## src/rtl/sprite_compositor.sv

```systemverilog
// Sprite compositor: VGA timing, per-frame shadowed sprite slots, 3-stage pixel
// pipeline against a synchronous sprite memory, and player collision reporting.
module sprite_compositor #(
  parameter int unsigned N_SPRITES      = 5,
  parameter int unsigned TILE_SIZE      = 32,
  parameter int unsigned IMG_BITS       = 2,
  parameter logic [8:0]  TRANSPARENT    = 9'h000,
  parameter int unsigned H_VISIBLE_AREA = 640,
  parameter int unsigned V_VISIBLE_AREA = 480,
  parameter int unsigned H_TOTAL        = 800,
  parameter int unsigned V_TOTAL        = 525,
  parameter int unsigned H_FRONT_PORCH  = 16,
  parameter int unsigned H_SYNC_PULSE   = 96,
  parameter int unsigned V_FRONT_PORCH  = 10,
  parameter int unsigned V_SYNC_PULSE   = 2,
  localparam int unsigned TB            = $clog2(TILE_SIZE),
  localparam int unsigned AW            = IMG_BITS + 2 * TB
) (
  input  logic                          i_Clk,
  input  logic                          i_Reset,
  input  logic [N_SPRITES*10-1:0]       i_Sprite_X,
  input  logic [N_SPRITES*9-1:0]        i_Sprite_Y,
  input  logic [N_SPRITES-1:0]          i_Sprite_En,
  input  logic [N_SPRITES*IMG_BITS-1:0] i_Sprite_Img,
  input  logic [8:0]                    i_Bg_Color,
  output logic [AW-1:0]                 o_Rom_Addr,
  input  logic [8:0]                    i_Rom_Data,
  output logic                          o_VGA_HSync,
  output logic                          o_VGA_VSync,
  output logic [2:0]                    o_VGA_Red,
  output logic [2:0]                    o_VGA_Grn,
  output logic [2:0]                    o_VGA_Blu,
  output logic                          o_Frame_Start,
  output logic [N_SPRITES-2:0]          o_Collision
);

  localparam logic [9:0]  H_LAST = 10'(H_TOTAL - 1);
  localparam logic [9:0]  V_LAST = 10'(V_TOTAL - 1);
  localparam logic [9:0]  H_VIS  = 10'(H_VISIBLE_AREA);
  localparam logic [9:0]  V_VIS  = 10'(V_VISIBLE_AREA);
  localparam logic [9:0]  HS_BEG = 10'(H_VISIBLE_AREA + H_FRONT_PORCH);
  localparam logic [9:0]  HS_END = 10'(H_VISIBLE_AREA + H_FRONT_PORCH + H_SYNC_PULSE);
  localparam logic [9:0]  VS_BEG = 10'(V_VISIBLE_AREA + V_FRONT_PORCH);
  localparam logic [9:0]  VS_END = 10'(V_VISIBLE_AREA + V_FRONT_PORCH + V_SYNC_PULSE);
  localparam logic [10:0] TILE_E = 11'(TILE_SIZE);

  logic [9:0]                    h_q, h_d, v_q, v_d;
  logic                          wrap_c, vis_c, hs_c, vs_c, win_c;
  logic [N_SPRITES*10-1:0]       x_q;
  logic [N_SPRITES*9-1:0]        y_q;
  logic [N_SPRITES-1:0]          en_q, hit_c;
  logic [N_SPRITES*IMG_BITS-1:0] img_q;
  logic [10:0]                   dx_c [N_SPRITES];
  logic [10:0]                   dy_c [N_SPRITES];
  logic [AW-1:0]                 rom_addr_q, addr_d;
  logic                          win1_q, vis1_q, win2_q, vis2_q, fs_q;
  logic [2:0]                    hs_q, vs_q;
  logic [8:0]                    rgb_q, rgb_d;
  logic [N_SPRITES-2:0]          coll_c, coll_acc_q, coll_acc_d, coll_q;

  // Raster counters
  always_comb begin
    h_d = h_q + 10'd1;
    v_d = v_q;
    if (h_q == H_LAST) begin
      h_d = '0;
      v_d = (v_q == V_LAST) ? 10'd0 : v_q + 10'd1;
    end
  end

  assign wrap_c = (h_q == H_LAST) && (v_q == V_LAST);
  assign vis_c  = (h_q < H_VIS) && (v_q < V_VIS);
  assign hs_c   = !((h_q >= HS_BEG) && (h_q < HS_END));
  assign vs_c   = !((v_q >= VS_BEG) && (v_q < VS_END));

  // 11-bit offsets: a negative offset sets bit 10 and so fails the tile bound
  for (genvar g = 0; g < N_SPRITES; g++) begin : g_slot
    assign dx_c[g]  = {1'b0, h_q} - {1'b0, x_q[g*10 +: 10]};
    assign dy_c[g]  = {1'b0, v_q} - {2'b0, y_q[g*9 +: 9]};
    assign hit_c[g] = en_q[g] && (dx_c[g] < TILE_E) && (dy_c[g] < TILE_E);
  end

  for (genvar g = 1; g < N_SPRITES; g++) begin : g_coll
    assign coll_c[g-1] = vis_c && hit_c[0] && hit_c[g];
  end

  assign coll_acc_d = (wrap_c ? '0 : coll_acc_q) | coll_c;

  // Lowest-index hit wins the memory address
  always_comb begin
    win_c  = 1'b0;
    addr_d = rom_addr_q;
    for (int k = 0; k < N_SPRITES; k++) begin
      if (hit_c[k] && !win_c) begin
        win_c  = 1'b1;
        addr_d = {img_q[k*IMG_BITS +: IMG_BITS], dy_c[k][TB-1:0], dx_c[k][TB-1:0]};
      end
    end
  end

  always_comb begin
    rgb_d = i_Rom_Data;
    if (!vis2_q) begin
      rgb_d = '0;
    end else if (!win2_q || (i_Rom_Data == TRANSPARENT)) begin
      rgb_d = i_Bg_Color;
    end
  end

  always_ff @(posedge i_Clk or posedge i_Reset) begin
    if (i_Reset) begin
      h_q        <= '0;
      v_q        <= '0;
      x_q        <= '0;
      y_q        <= '0;
      en_q       <= '0;
      img_q      <= '0;
      rom_addr_q <= '0;
      win1_q     <= 1'b0;
      vis1_q     <= 1'b0;
      win2_q     <= 1'b0;
      vis2_q     <= 1'b0;
      rgb_q      <= '0;
      hs_q       <= '1;
      vs_q       <= '1;
      fs_q       <= 1'b0;
      coll_acc_q <= '0;
      coll_q     <= '0;
    end else begin
      h_q        <= h_d;
      v_q        <= v_d;
      fs_q       <= wrap_c;
      if (wrap_c) begin
        x_q    <= i_Sprite_X;
        y_q    <= i_Sprite_Y;
        en_q   <= i_Sprite_En;
        img_q  <= i_Sprite_Img;
        coll_q <= coll_acc_q;
      end
      coll_acc_q <= coll_acc_d;
      rom_addr_q <= addr_d;
      win1_q     <= win_c;
      vis1_q     <= vis_c;
      win2_q     <= win1_q;
      vis2_q     <= vis1_q;
      rgb_q      <= rgb_d;
      hs_q       <= {hs_q[1:0], hs_c};
      vs_q       <= {vs_q[1:0], vs_c};
    end
  end

  assign o_Rom_Addr    = rom_addr_q;
  assign o_VGA_HSync   = hs_q[2];
  assign o_VGA_VSync   = vs_q[2];
  assign o_VGA_Red     = rgb_q[8:6];
  assign o_VGA_Grn     = rgb_q[5:3];
  assign o_VGA_Blu     = rgb_q[2:0];
  assign o_Frame_Start = fs_q;
  assign o_Collision   = coll_q;

endmodule

```

## config.mk

```make
export PLATFORM = sky130hd
export DESIGN_NAME = sprite_compositor
export DESIGN_NICKNAME = d
export VERILOG_FILES = /design/src/rtl/sprite_compositor.sv
export SDC_FILE = /design/constraint.sdc
export NUM_CORES = 1
export LEC_CHECK = 0
export ABC_AREA = 0
export CAP_MARGIN = 40
export CORE_MARGIN = 4
export CORE_UTILIZATION = 56
export CTS_CLUSTER_SIZE = 20
export DETAILED_ROUTE_END_ITERATION = 7
export GPL_TIMING_DRIVEN = 0
export PLACE_DENSITY = 0.78
export SLEW_MARGIN = 20
export SYNTH_ARGS = -nofsm -noshare
export SYNTH_HDL_FRONTEND = slang
export SYNTH_SLANG_ARGS = --single-unit
```

## constraint.sdc

```tcl
create_clock -name i_Clk -period 7 [get_ports i_Clk]
set_clock_uncertainty 0.1 [all_clocks]
set_input_delay 1.05 -clock i_Clk [delete_from_list [all_inputs] [get_ports i_Clk]]
set_output_delay 1.05 -clock i_Clk [all_outputs]
set_load 0.02 [all_outputs]
```

== Word level (Yosys, flattened, before mapping) ==
Cells that the tools add are included.
Word-level totals
  register bits after elaboration: 170
  input bits: 130
  output and inout port bits: 28
  logic and storage cells: 96
Operators by class
  add/sub/neg operators: 12
  order comparisons: 16
  equality and inequality tests: 2
  multiplexer cells: 15
  bitwise gates (word level): 1
  reductions and logical operators: 33
Operator list (number)
  $lt 11x6->1 const B: 10
  $mux 12: 5
  $sub 10x10->11: 5
  $sub 10x9->11: 5
  $logic_and 1x1->1: 23
  $add 10x1->10 const B: 2
  $eq 10x10->1 const B: 2
  $lt 10x10->1 const B: 2
  $lt 10x9->1 const B: 2
  $mux 10: 2
  $mux 9: 2
  $ge 10x10->1 const B: 1
  $ge 10x9->1 const B: 1
  $logic_not 9->1: 1
  $logic_not 1->1: 7
  $mux 1: 5
  $reduce_bool 5->1: 1
  $mux 4: 1
  $or 4x4->4: 1
  $logic_or 1x1->1: 1

== Logic depth before layout (Yosys ltp) ==
  word-level depth: 17
  depth in mapped cells: 16
  gate-level depth less buffers: 14

== Least setup slack after synthesis ==
Ideal clock, no wire load.
  kind: register to register
  start: register v_q[1]
  end: register rom_addr_q[3] (netlist: o_Rom_Addr[3])
  library setup time: 81 ps
  data arrival time: 3374 ps
  required time: 6819 ps
  slack: 3445 ps
  cell stages (with the launch flop): 14
  buffers on the path: 1
  period minus slack after synthesis: 3555 ps
  cell sequence: dfrtp_1 -> inv_1 -> fa_1 -> nor2b_1 -> o31a_1 -> o31a_1 -> a21oi_1 -> a2111oi_0 -> nor4b_2 -> o21ai_1 -> or3b_1 -> buf_6 -> or3b_1 -> a31oi_2
Between the ends
  longest elaborated chain between the ends: 16
  elaborated cells on any way between the ends: 32
  those cells by class: add/sub: 5; order compare: 5; mux: 8; reduce/logical: 14
Ends and longest elaborated chain
  from (decl): RTL line 47  | logic [9:0] h_q, h_d, v_q, v_d;
  from (signal assigned): RTL line 131  | v_q <= v_d;
  $sub 10x9->11: RTL line 79  | assign dy_c[g] = {1'b0, v_q} - {2'b0, y_q[g*9 +: 9]};
  $lt 11x6->1: RTL line 80  | assign hit_c[g] = en_q[g] && (dx_c[g] < TILE_E) && (dy_c[g] < TILE_E);
  $logic_and 1x1->1: RTL line 80
  $mux 1: RTL line 94  | if (hit_c[k] && !win_c) begin
  $logic_not 1->1: RTL line 94
  $logic_and 1x1->1: RTL line 94
  $mux 1: RTL line 94
  $logic_not 1->1: RTL line 94
  $logic_and 1x1->1: RTL line 94
  $mux 1: RTL line 94
  $logic_not 1->1: RTL line 94
  $logic_and 1x1->1: RTL line 94
  $mux 1: RTL line 94
  $logic_not 1->1: RTL line 94
  $logic_and 1x1->1: RTL line 94
  $reduce_bool 5->1 (no source line) / $mux 12 (equally long branches)
  to (signal assigned): RTL line 141  | rom_addr_q <= addr_d;
  to (decl): RTL line 55  | logic [AW-1:0] rom_addr_q, addr_d;
Parallel ways exist; a longest one is shown, timed or not.
A chain may end at the register's enable or synchronous reset.

== Final worst setup path ==
  start: register h_q[0]
  end: register rom_addr_q[3] (netlist: o_Rom_Addr[3])
Between the ends
  longest elaborated chain between the ends: 17
  elaborated cells on any way between the ends: 38
  those cells by class: add/sub: 5; order compare: 5; mux: 9; reduce/logical: 19
Ends and longest elaborated chain
  from (decl): RTL line 47
  from (signal assigned): RTL line 112  | h_q <= '0;
  from (signal assigned): RTL line 130  | h_q <= h_d;
  $sub 10x10->11: RTL line 78  | assign dx_c[g] = {1'b0, h_q} - {1'b0, x_q[g*10 +: 10]};
  $lt 11x6->1: RTL line 80
  $logic_and 1x1->1 (2 in a row): RTL line 80
  $mux 1: RTL line 94
  $logic_not 1->1: RTL line 94
  $logic_and 1x1->1: RTL line 94
  $mux 1: RTL line 94
  $logic_not 1->1: RTL line 94
  $logic_and 1x1->1: RTL line 94
  $mux 1: RTL line 94
  $logic_not 1->1: RTL line 94
  $logic_and 1x1->1: RTL line 94
  $mux 1: RTL line 94
  $logic_not 1->1: RTL line 94
  $logic_and 1x1->1: RTL line 94
  $reduce_bool 5->1 (no source line) / $mux 12 (equally long branches)
Parallel ways exist; a longest one is shown, timed or not. The select of a mux whose other input is x is not followed.

==> impl_results.html <==
<table>
<tr><th>Metric</th><th>Value</th></tr>
<tr><th colspan="2">Status</th></tr>
<tr><td>Status</td><td>completed</td></tr>
<tr><th colspan="2">Critical path</th></tr>
<tr><td>Required time at the endpoint of the critical path</td><td>around 7.3 ns</td></tr>
<tr><td>CP Launch Type</td><td>register</td></tr>
<tr><td>Worst Path Arrival</td><td>~4.8 ns</td></tr>
<tr><td>Critical path peak fanout</td><td>10</td></tr>
<tr><td>Crit Path Class</td><td>reg -&gt; reg</td></tr>
<tr><td>Endpoint type of the worst setup path</td><td>register</td></tr>
<tr><th colspan="2">Finish</th></tr>
<tr><td>Antenna diodes</td><td>0</td></tr>
<tr><td>Ratio of cells with drive above 1 in the final layout</td><td>4.47%</td></tr>
<tr><td>Area added between synthesis and finish</td><td>22.1%</td></tr>
<tr><td>NumNets Final</td><td>roughly 1,800</td></tr>
<tr><td>Share of the core filled with cells</td><td>between 60% and 70%</td></tr>
<tr><td>Fill count</td><td>1,693</td></tr>
<tr><th colspan="2">Die</th></tr>
<tr><td>Count of standard-cell rows</td><td>52</td></tr>
<tr><td>Height of the die</td><td>around 150 microns</td></tr>
<tr><td>Initial core utilization</td><td>a little under three fifths</td></tr>
<tr><td>Die footprint</td><td>about 23,000 sq um</td></tr>
<tr><td>Floorplan Core Area</td><td>approximately 20,000 sq um</td></tr>
<tr><td>Die span in x</td><td>roughly 150 microns</td></tr>
<tr><td>I/O pin cnt</td><td>roughly 160</td></tr>
<tr><th colspan="2">Clocking</th></tr>
<tr><td>Number of buffers added by the clock tree synthesis step</td><td>17</td></tr>
<tr><td>Post-CTS Setup Bufs</td><td>0</td></tr>
<tr><td>Insertion delay to the later sink of the worst-skew pair</td><td>between 0.4 and 0.5 ns</td></tr>
<tr><td>Hold bufs inserted after CTS</td><td>0</td></tr>
<tr><td>Number of resized instances in the post-cts repair step</td><td>0</td></tr>
<tr><td>Clock sinks</td><td>170</td></tr>
<tr><td>Clock Path Buffers</td><td>2</td></tr>
<tr><td>Root buffer cell</td><td>sky130_fd_sc_hd__clkbuf_16</td></tr>
<tr><td>H-tree levels</td><td>4</td></tr>
<tr><td>Clock-pin slew reported for the worst setup and hold paths after clock tree synthesis</td><td>about 0.07 ns</td></tr>
<tr><td>TritonCTS clock tree</td><td>built</td></tr>
<tr><th colspan="2">Pwr</th></tr>
<tr><td>Net load switching power</td><td>0.000468 W</td></tr>
<tr><td>Internal</td><td>about 0.0016 W</td></tr>
<tr><td>Power density over cell area</td><td>145 nW/um^2</td></tr>
<tr><td>Switching part of the total power</td><td>22.9%</td></tr>
<tr><td>Worst voltage drop across the vdd grid</td><td>around 170 uV</td></tr>
<tr><td>Share of total power in sequential cells</td><td>~48%</td></tr>
<tr><td>Share of total power in the clock network</td><td>about 47%</td></tr>
<tr><td>Static leakage</td><td>6.54 nW</td></tr>
<tr><td>Comb pwr share</td><td>about 5.3%</td></tr>
<tr><th colspan="2">Timing</th></tr>
<tr><td>Final worst-path setup slack</td><td>approximately 2.5 ns</td></tr>
<tr><td>Max-slew headroom at the worst pin</td><td>38.9%</td></tr>
<tr><td># setup viols final</td><td>0</td></tr>
<tr><td>RSZ-0062 raised after global routing</td><td>no</td></tr>
<tr><td>Measured slew at the worst slew-check pin</td><td>between 0.9 and 1 ns</td></tr>
<tr><td>Setup tns final</td><td>0 ns</td></tr>
<tr><td>Fin. Hold Viols</td><td>0</td></tr>
<tr><td>Peak clock frequency supported by timing</td><td>around 220 MHz</td></tr>
<tr><td>Time the final worst path needs with I/O delays and setup</td><td>around 4.5 ns</td></tr>
<tr><td>Final period utilization</td><td>between 60% and 70%</td></tr>
<tr><td>Count of final max-slew check failures</td><td>0</td></tr>
<tr><th colspan="2">Synth</th></tr>
<tr><td>Mapped cell area</td><td>approximately 12,000 sq um</td></tr>
<tr><td>Share of flip-flops with an asynchronous set or reset</td><td>between 90% and 100%</td></tr>
<tr><td>Gate count after technology mapping</td><td>about 1,400</td></tr>
<tr><td>Count of cell types in the netlist</td><td>81</td></tr>
<tr><td>Syn Nets</td><td>about 1,600</td></tr>
<tr><td>Synthesis-stage register bit count</td><td>between 150 and 200</td></tr>
<tr><td>Seq/Total Area, Yosys</td><td>a little under two fifths</td></tr>
<tr><td>Flip-flop cell with the highest count after synthesis</td><td>sky130_fd_sc_hd__dfrtp_1</td></tr>
<tr><td>Count of flip-flops with a built-in enable after synthesis</td><td>0</td></tr>
<tr><td>Number of warnings issued by yosys</td><td>0</td></tr>
<tr><td>Synthesized area per cell</td><td>roughly 8.5 sq um</td></tr>
<tr><th colspan="2">Routing</th></tr>
<tr><td>Drt first-iter violations</td><td>723</td></tr>
<tr><td>Number of nets with antenna violations after routing</td><td>0</td></tr>
<tr><td>Via density per instance</td><td>~5.9</td></tr>
<tr><td>DRT Pass-1 Iters</td><td>5</td></tr>
<tr><td>WL/cell</td><td>18.5 microns</td></tr>
<tr><td>DRC viols</td><td>0</td></tr>
<tr><td>Number of vias in the routed layout</td><td>between 10,000 and 15,000</td></tr>
<tr><td>Drt total wl</td><td>between 30,000 and 40,000 microns</td></tr>
<tr><th colspan="2">Global routing</th></tr>
<tr><td>Maximum number of pins on one net before global-route repair</td><td>between 80 and 90</td></tr>
<tr><td>Antenna violations before repair</td><td>0</td></tr>
<tr><td>Via count of the first global-routing pass</td><td>10,223</td></tr>
<tr><td>Overall overflow remaining after global route</td><td>0</td></tr>
<tr><td>Global-route wire length before repair</td><td>52,700 microns</td></tr>
<tr><td>Total global routing track utilization</td><td>29.6%</td></tr>
<tr><th colspan="2">Placement</th></tr>
<tr><td>Pre-CTS setup slack</td><td>~2.6 ns</td></tr>
<tr><td>Routability congestion estimate from global placement</td><td>between 0.9 and 1</td></tr>
<tr><td>Detailed placer's ending HPWL</td><td>between 20,000 and 30,000 microns</td></tr>
<tr><td>Port buffer count</td><td>157</td></tr>
<tr><th colspan="2">Job</th></tr>
<tr><td>Max-cap violation count</td><td>0</td></tr>
<tr><th colspan="2">Hold path</th></tr>
<tr><td>Worst hold-check path type</td><td>reg -&gt; reg</td></tr>
</table>
metal layers:
layer  up-vias  GRT usage (%)  share of wire [%]
met2       428           48.7                 47
met4         0           10.7                3.1
met1      5027           39.9                 43
li1       5116              -                  -
met3        64           4.19                6.6
met5         -              0                  0
path summary, 6_finish.rpt:
path | startpoint | to | slack, ns | cells after the start
max | h_q[0] | o_Rom_Addr[3] | 2.47 | 14
min | win1_q | win2_q | 0.25 | 0
max reg2reg | h_q[0] | o_Rom_Addr[3] | 2.47 | 14
min reg2reg | win1_q | win2_q | 0.25 | 0
max in group asynchronous | i_Reset | hs_q[0] | 4.91 | 3
min in group asynchronous | i_Reset | en_q[3] | 0.94 | 2
sequential cells by signal, indices dropped and copies added (netlist names), 3 cells and up:
| register | count |
|---|---|
| vs_q | 3 |
| coll_acc_q | 4 |
| x_q | 50 |
| o_Rom_Addr | 12 |
| rgb_q | 9 |
| img_q | 10 |
| en_q | 5 |
| o_Collision | 4 |
| y_q | 45 |
| hs_q | 3 |
| v_q | 10 |
| h_q | 10 |
cell usage after synthesis, drive strengths merged, types with 4 or more instances:
master / number / area (sq um)
and3: 6 / 37.5
nor3: 34 / 170
nand2b: 16 / 100
a21boi: 12 / 90.1
o2111ai: 8 / 76.3
or2: 6 / 37.5
nor4: 15 / 93.8
xor2: 12 / 105
or3: 12 / 75.1
dfstp: 6 / 158
a31oi: 11 / 75.1
o211ai: 13 / 97.6
o311a: 5 / 50.1
nand3b: 4 / 30.0
a211oi: 15 / 118
nor2b: 25 / 156
o31a: 10 / 87.6
nand4: 10 / 62.6
fa: 10 / 200
ha: 99 / 1240
nor4b: 6 / 58.8
a21oi: 53 / 269
o21ai: 143 / 716
o22ai: 10 / 62.6
clkbuf: 36 / 135
dfrtp: 164 / 4100
a2111oi: 4 / 35.0
nor2: 69 / 259
nand3: 26 / 130
or3b: 5 / 43.8
xnor2: 28 / 245
o21a: 20 / 150
nand2: 225 / 845
inv: 127 / 477
mux2i: 11 / 110
a21o: 15 / 113
o31ai: 7 / 57.6
buf: 9 / 60.1
mux2: 8 / 90.1
cell usage in the layout (no fill, tap or decap), types with 7 or more instances in the layout:
master                            netlist  final
sky130_fd_sc_hd__a211oi_1              14     14
sky130_fd_sc_hd__or3_1                 12     12
sky130_fd_sc_hd__mux2_2                 7      7
sky130_fd_sc_hd__o21a_1                20     20
sky130_fd_sc_hd__nor2_1                69     69
sky130_fd_sc_hd__a31oi_1               10     10
sky130_fd_sc_hd__nor3_1                34     34
sky130_fd_sc_hd__inv_1                127    126
sky130_fd_sc_hd__fa_1                  10     10
sky130_fd_sc_hd__clkdlybuf4s50_1        0    157
sky130_fd_sc_hd__a21o_1                15     15
sky130_fd_sc_hd__mux2i_1               11     11
sky130_fd_sc_hd__a21oi_1               52     52
sky130_fd_sc_hd__clkbuf_16              0     17
sky130_fd_sc_hd__o211ai_1              13     13
sky130_fd_sc_hd__nor4_1                15     15
sky130_fd_sc_hd__nand2_1              225    225
sky130_fd_sc_hd__nor2b_1               25     25
sky130_fd_sc_hd__a21boi_0              11     11
sky130_fd_sc_hd__nand3_1               26     26
sky130_fd_sc_hd__o31a_1                10     10
sky130_fd_sc_hd__o21ai_0              133    133
sky130_fd_sc_hd__xor2_1                12     12
sky130_fd_sc_hd__nand4_1               10     10
sky130_fd_sc_hd__o21ai_1               10     10
sky130_fd_sc_hd__dfrtp_1              164    164
sky130_fd_sc_hd__o2111ai_1              7      7
sky130_fd_sc_hd__nand2b_1              16     16
sky130_fd_sc_hd__ha_1                  99     99
sky130_fd_sc_hd__o22ai_1               10     10
sky130_fd_sc_hd__buf_2                  6      7
sky130_fd_sc_hd__clkbuf_1              36     36
sky130_fd_sc_hd__xnor2_1               28     28
layout make-up:
class	count	area (sq um)	share of cell area, %
buffer	45	195	1.39
clock buffer	19	453	3.22
clock inverter	12	136	0.969
inverter	127	484	3.44
multi-input combinational	1010	6600	46.9
sequential	170	4260	30.3
tap	270	338	2.40
timing repair buffer	159	1600	11.4
through the flow:
step | area [sq um] | hold WS [ns] | power (W) | cells
6_report | 14100 | 0.251 | 0.00204 | 1812
5_1_grt | 14100 | 0.259 | 0.00210 | 1812
4_1_cts | 14100 | 0.255 | 0.00206 | 1812
3_5_place_dp | 13500 | 0.240 | 0.00111 | 1781
3_3_place_gp | 13400 | 0.238 | 0.00111 | 1779
2_1_floorplan | 11500 | 0.231 | 0.00103 | 1352
worst max-delay path, stage by stage, from the launching register on:
cell	delay [ns]
sky130_fd_sc_hd__dfrtp_1	0.42
sky130_fd_sc_hd__inv_1	0.22
sky130_fd_sc_hd__ha_1	0.24
sky130_fd_sc_hd__inv_1	0.07
sky130_fd_sc_hd__fa_1	0.41
sky130_fd_sc_hd__a21o_1	0.23
sky130_fd_sc_hd__a221oi_2	0.29
sky130_fd_sc_hd__xor2_1	0.25
sky130_fd_sc_hd__o2111ai_1	0.13
sky130_fd_sc_hd__nor4_1	0.44
sky130_fd_sc_hd__nand4_1	0.55
sky130_fd_sc_hd__nand4_1	0.41
sky130_fd_sc_hd__buf_2	0.35
sky130_fd_sc_hd__o22ai_1	0.16
sky130_fd_sc_hd__a31oi_2	0.15
power by group through the flow:
stage / clock, W / sequential, W / combinational (W)
floorplan: 0 / 0.00101 / 0.0000173
global placement: 0 / 0.00100 / 0.000105
detailed placement: 0 / 0.00100 / 0.000109
CTS: 0.000960 / 0.000985 / 0.000109
global route: 0.00100 / 0.000985 / 0.000116
finish: 0.000949 / 0.000985 / 0.000108
cells by family after synthesis:
logic type	after synthesis	share of synthesized area, %
multiplexers	19	1.74
adder cells (fa/ha/maj)	109	12.5
buffers and inverters	172	5.83
XOR/XNOR	40	3.04
AO/OA/AOI/OAI	369	20.8
flip-flops	170	37.0
AND/OR/NAND/NOR	473	19.2
Power figures use the tool's default switching activity.
